==> src/rtl/xnor_parity_pkg.sv <==
// rtl/xnor_parity_pkg.sv - shared FSM state type and serial line levels for xnor_parity_tx
//
// Purpose: state encoding for the frame transmitter FSM and the fixed line
// levels used for idle, start and stop bits.
// Ports: none (package).
package xnor_parity_pkg;

    typedef enum logic [2:0] {
        IDLE,
        START,
        DATA,
        PARITY,
        STOP
    } tx_state_t;

    localparam logic IDLE_LEVEL  = 1'b1;
    localparam logic START_LEVEL = 1'b0;
    localparam logic STOP_LEVEL  = 1'b1;

endpackage

==> src/rtl/xnor_parity_tx_parity_gen.sv <==
// rtl/xnor_parity_tx_parity_gen.sv - combinational parity bit generator
//
// Purpose: produces the parity bit for a data word so the receive-side XNOR
// check passes.
// Ports:
//   data_i   [DATA_W]  word to protect
//   parity_o [1]       ~^data_i when ODD_PARITY, else ^data_i
module parity_gen #(
    parameter int DATA_W     = 8,
    parameter bit ODD_PARITY = 1'b1
) (
    input  logic [DATA_W-1:0] data_i,
    output logic              parity_o
);

    // Odd mode: data plus parity carries an odd number of ones.
    assign parity_o = ODD_PARITY ? ~^data_i : ^data_i;

endmodule

==> src/rtl/xnor_parity_tx.sv <==
// rtl/xnor_parity_tx.sv - serial frame transmitter: start, data LSB first, parity, stop
//
// Purpose: accepts a word on a valid/ready handshake and shifts it out one bit
// per clock as a DATA_W+3 bit frame.
// Ports:
//   clk       clock, all state on posedge
//   rst       synchronous reset, active-high
//   in_valid  in_data is valid this cycle
//   in_ready  block can accept a word (decoded from state, IDLE or STOP)
//   in_data   [DATA_W] word, sampled only on accept
//   tx_bit    serial line, idles high (registered)
//   tx_frame  high during every frame bit (registered)
//   tx_done   one-cycle pulse in the stop-bit cycle (registered)
module xnor_parity_tx
    import xnor_parity_pkg::*;
#(
    parameter int DATA_W     = 8,
    parameter bit ODD_PARITY = 1'b1
) (
    input  logic              clk,
    input  logic              rst,
    input  logic              in_valid,
    output logic              in_ready,
    input  logic [DATA_W-1:0] in_data,
    output logic              tx_bit,
    output logic              tx_frame,
    output logic              tx_done
);

    localparam int CNT_W = (DATA_W > 1) ? $clog2(DATA_W) : 1;
    localparam logic [CNT_W-1:0] CNT_LAST = CNT_W'(DATA_W - 1);

    tx_state_t         state_q, state_d;
    logic [DATA_W-1:0] shift_q, shift_d;
    logic [CNT_W-1:0]  cnt_q, cnt_d;
    logic              parity_q, parity_d;
    logic              tx_bit_q, tx_bit_d;
    logic              frame_q, frame_d;
    logic              done_q, done_d;
    logic              in_parity;
    logic              accept;

    // Parity is taken from the word at the accept edge and held, so later
    // changes on in_data cannot reach the frame in flight.
    parity_gen #(
        .DATA_W     (DATA_W),
        .ODD_PARITY (ODD_PARITY)
    ) u_parity_gen (
        .data_i   (in_data),
        .parity_o (in_parity)
    );

    assign in_ready = (state_q == IDLE) || (state_q == STOP);
    assign accept   = in_valid && in_ready;

    // Outputs are registered: each transition loads the line level that the
    // destination state drives, so tx_bit always matches the current state.
    always_comb begin
        state_d  = state_q;
        shift_d  = shift_q;
        cnt_d    = cnt_q;
        parity_d = parity_q;
        tx_bit_d = tx_bit_q;
        frame_d  = frame_q;
        done_d   = 1'b0;
        case (state_q)
            IDLE, STOP: begin
                if (accept) begin
                    state_d  = START;
                    shift_d  = in_data;
                    parity_d = in_parity;
                    tx_bit_d = START_LEVEL;
                    frame_d  = 1'b1;
                end else begin
                    state_d  = IDLE;
                    tx_bit_d = IDLE_LEVEL;
                    frame_d  = 1'b0;
                end
            end
            START: begin
                state_d  = DATA;
                cnt_d    = '0;
                tx_bit_d = shift_q[0];
                shift_d  = shift_q >> 1;
            end
            DATA: begin
                if (cnt_q == CNT_LAST) begin
                    state_d  = PARITY;
                    tx_bit_d = parity_q;
                end else begin
                    cnt_d    = cnt_q + 1'b1;
                    tx_bit_d = shift_q[0];
                    shift_d  = shift_q >> 1;
                end
            end
            PARITY: begin
                state_d  = STOP;
                tx_bit_d = STOP_LEVEL;
                done_d   = 1'b1;
            end
            default: begin
                state_d  = IDLE;
                tx_bit_d = IDLE_LEVEL;
                frame_d  = 1'b0;
            end
        endcase
    end

    always_ff @(posedge clk) begin
        if (rst) begin
            state_q  <= IDLE;
            shift_q  <= '0;
            cnt_q    <= '0;
            parity_q <= 1'b0;
            tx_bit_q <= IDLE_LEVEL;
            frame_q  <= 1'b0;
            done_q   <= 1'b0;
        end else begin
            state_q  <= state_d;
            shift_q  <= shift_d;
            cnt_q    <= cnt_d;
            parity_q <= parity_d;
            tx_bit_q <= tx_bit_d;
            frame_q  <= frame_d;
            done_q   <= done_d;
        end
    end

    assign tx_bit   = tx_bit_q;
    assign tx_frame = frame_q;
    assign tx_done  = done_q;

endmodule
==> config.mk <==
export PLATFORM = sky130hd
export DESIGN_NAME = xnor_parity_tx
export DESIGN_NICKNAME = d
export VERILOG_FILES = /design/src/rtl/xnor_parity_pkg.sv /design/src/rtl/xnor_parity_tx_parity_gen.sv /design/src/rtl/xnor_parity_tx.sv
export SDC_FILE = /design/constraint.sdc
export NUM_CORES = 1
export LEC_CHECK = 0
export CAP_MARGIN = 20
export CORE_UTILIZATION = 54
export CTS_BUF_LIST = sky130_fd_sc_hd__clkbuf_2 sky130_fd_sc_hd__clkbuf_4 sky130_fd_sc_hd__clkbuf_8
export DETAILED_ROUTE_END_ITERATION = 8
export GPL_ROUTABILITY_DRIVEN = 0
export PLACE_DENSITY = 0.82
export SLEW_MARGIN = 20
export SYNTH_ARGS = -nofsm -noshare
export SYNTH_HDL_FRONTEND = slang
export SYNTH_SLANG_ARGS = --single-unit
==> constraint.sdc <==
create_clock -name clk -period 2.5 [get_ports clk]
set_input_delay 0.375 -clock clk [delete_from_list [all_inputs] [get_ports clk]]
set_output_delay 0.375 -clock clk [all_outputs]
set_load 0.02 [all_outputs]
==> results.md <==
* Met1 Usage GRT at 25.7%
* Min-delay src: cnt_q[1]
* Worst r2r dst: shift_q[2]
* IO Pins at 15
* Initial Utilization at 59.1%
* First-pass GRT wire length at 2.75 mm
* FF+latch count, synth at 18
* Routed vias/inst at 5.72
* ANT cells at 0
* # DRC at 4
* Final wirelength at 1.55 mm
* Netlist cell types at 29
* Nets@finish at 118
* Top cells by count, synth: 18 x dfxtp_1, 11 x nor2_1, 8 x a21oi_1
* Die area at 1880 um2
* Gate Count Post-Synth at 92
* Setup slack, reg-to-reg at 610 ps
* Placed cell count at 116
* GRT busiest layer: met2
* Crit path from: cnt_q[0]
* Area delta synth->final at 14.5%
* Worst Reg-to-Reg Cells at 6
* Hold Path Depth at 2
* Share of synthesized flip-flops with an asynchronous set or reset at 0%
* CTS Hold Bufs at 0
* TritonCTS clock tree: yes
* Final Hold Vio Count at 0
* Final setup fails at 0
* Pleak at 0.000382 uW
* Seq. cell area at 360 um2
* Routing usage on met3 at 3.83%
* Final instance area at 1060 um2
* WP data required at 2690 ps
* Largest net degree at the start of global routing at 20
* Hold Path Class: reg2reg
* Crit. End Element: register
* Clk sink count at 18
* Syn_nets at 105
* Clk slew on worst S/H paths at 100 ps
* Slew @ Worst Pin at 726 ps
* IO buf count at 14
* Period utilisation layout at 75.7%
* Unrepaired setup endpoints after global routing: no
* Ys flop type: dfxtp_1
* FMAX at 0.528 GHz
* Maximum VDD drop at 296 uV
* Worst-Skew Late Latency at 290 ps
* Post-synth top area share at 39.1%
* Root buf cell: clkbuf_4
* Setup TNS Final at 0 ps
* Reg2reg start: cnt_q[0]
* Post-CTS setup buffer count at 0
* Core area at 1560 um2
* Register area share after synthesis at 39.1%
* Multi-input logic area at 513 um2
* Leading post-synthesis cells by cell area: dfxtp_1 39%, mux2i_1 7.6%, xnor2_1 5.7%
* EDFF count, synth at 0
* Antenna violations before repair at 0
* Worst Path Max Fanout at 15
* CP arrival at 2090 ps
* Worst Setup EP: shift_q[2]
* Pwr Density at 598 nW/um2
* Share of cells above drive strength 1 at 11.7%
* DR iter-0 viols at 14
* Placed Area at 1030 um2
* Total number of H-tree levels at 1
* Grt ovf at 0
* Top-count cell post-synth: dfxtp_1
* Clock Path Buffers at 2
* Filler Cell Count at 116
* Headroom to the max-slew limit at 51.4%
* Status: finished, violations left
* Yosys top cell by area: dfxtp_1
* # rows at 14
* Post-cts sizing count at 0
* Setup CP Type: reg2reg
* Maxcap violations at 0
* Yosys Warn Count at 0
* Drt pass-1 iters at 6
* Max-slew violation count at 0
* Synth Area per Inst at 10.0 um2
* GR Util met2 at 33.3%
* Vias in the first global route at 644
* Setup Skew at 5.67 ps
* Final Total Pwr at 631 uW
* Post-DP HPWL at 1.16 mm
* Die width at 43.3 um
* Tmin final at 1890 ps
* Final std cells w/o fill at 119
* CTS buffer count at 3
* Via count at 681
* Total GRT Usage at 19.8%
* Failing checks: design-rule violations
* CP Launch Type: register
* Die H at 43.3 um
* DR WL/cell at 13.0 um
* Cell Area, Synth at 922 um2
* Routed Antenna Nets at 0
-- state kept, by name (all words and copies together), names as in the netlist --
| register | flops |
|---|---|
| tx_done | 1 |
| tx_frame | 1 |
| shift_q | 8 |
| cnt_q | 3 |
| state_q | 3 |
| parity_q | 1 |
| tx_bit | 1 |
-- worst max-delay path: stages, from the launching register on --
cell	delay, ps
dfxtp_1	330
ha_1	190
ha_1	220
or4b_4	530
o211ai_4	210
nor2_1	80
a211oi_1	240
-- cell families after synthesis --
family                   share of synthesized area [%]
AND/OR/NAND/NOR                                   18.3
buffers and inverters                             5.29
flip-flops                                        39.1
adder cells (fa/ha/maj)                           2.71
XOR/XNOR                                          6.65
multiplexers                                      8.82
AO/OA/AOI/OAI                                     19.1
-- through the flow --
stage	setup slack (ps)	util (%)	hold slack, ps
after floorplan	741	-	436
after global placement	556	66.3	447
after detailed placement	512	66.3	454
after CTS	601	67.7	466
after global routing	466	67.7	502
final	606	67.7	468
-- worst min path at each step --
stage                           to  slack (ps)
after floorplan           cnt_q[1]         440
after global placement    cnt_q[1]         450
after detailed placement  cnt_q[1]         450
after CTS                 cnt_q[1]         470
after global routing      cnt_q[2]         500
final                     cnt_q[1]         470
-- power by group --
part / internal, uW / switching, uW / leakage [uW] / total [uW]
logic: 82.4 / 78.5 / 0.000220 / 161
clock network: 56.0 / 83.4 / 0.0000138 / 139
registers: 314 / 17.3 / 0.000148 / 331
-- routing by layer --
layer | routed length (um) | vias up
li1 | - | 353
met1 | 746 | 313
met2 | 731 | 12
met3 | 48 | 3
met4 | 19 | 0
met5 | 0 | -
-- layout by cell type, fill, tap and decap left out, types with 2 or more instances in the layout --
| cell | count |
|---|---|
| nand2b_1 | 3 |
| ha_1 | 2 |
| nor3b_1 | 2 |
| xnor2_1 | 6 |
| nand2_1 | 3 |
| a211oi_2 | 2 |
| mux2i_1 | 7 |
| a211oi_1 | 5 |
| a21o_1 | 2 |
| clkbuf_4 | 3 |
| a21oi_1 | 8 |
| dfxtp_1 | 18 |
| or3b_2 | 2 |
| clkdlybuf4s50_1 | 14 |
| nand3_1 | 2 |
| nor2_1 | 11 |
| nand3b_1 | 2 |
-- cell type report --
class,count,area share [%]
Clock buffer,3,2.13
Multi-Input combinational cell,68,48.6
Sequential cell,18,34.1
Tap cell,16,1.90
Timing Repair Buffer,14,13.3
Note: power is estimated with default switching activity, not from simulation.
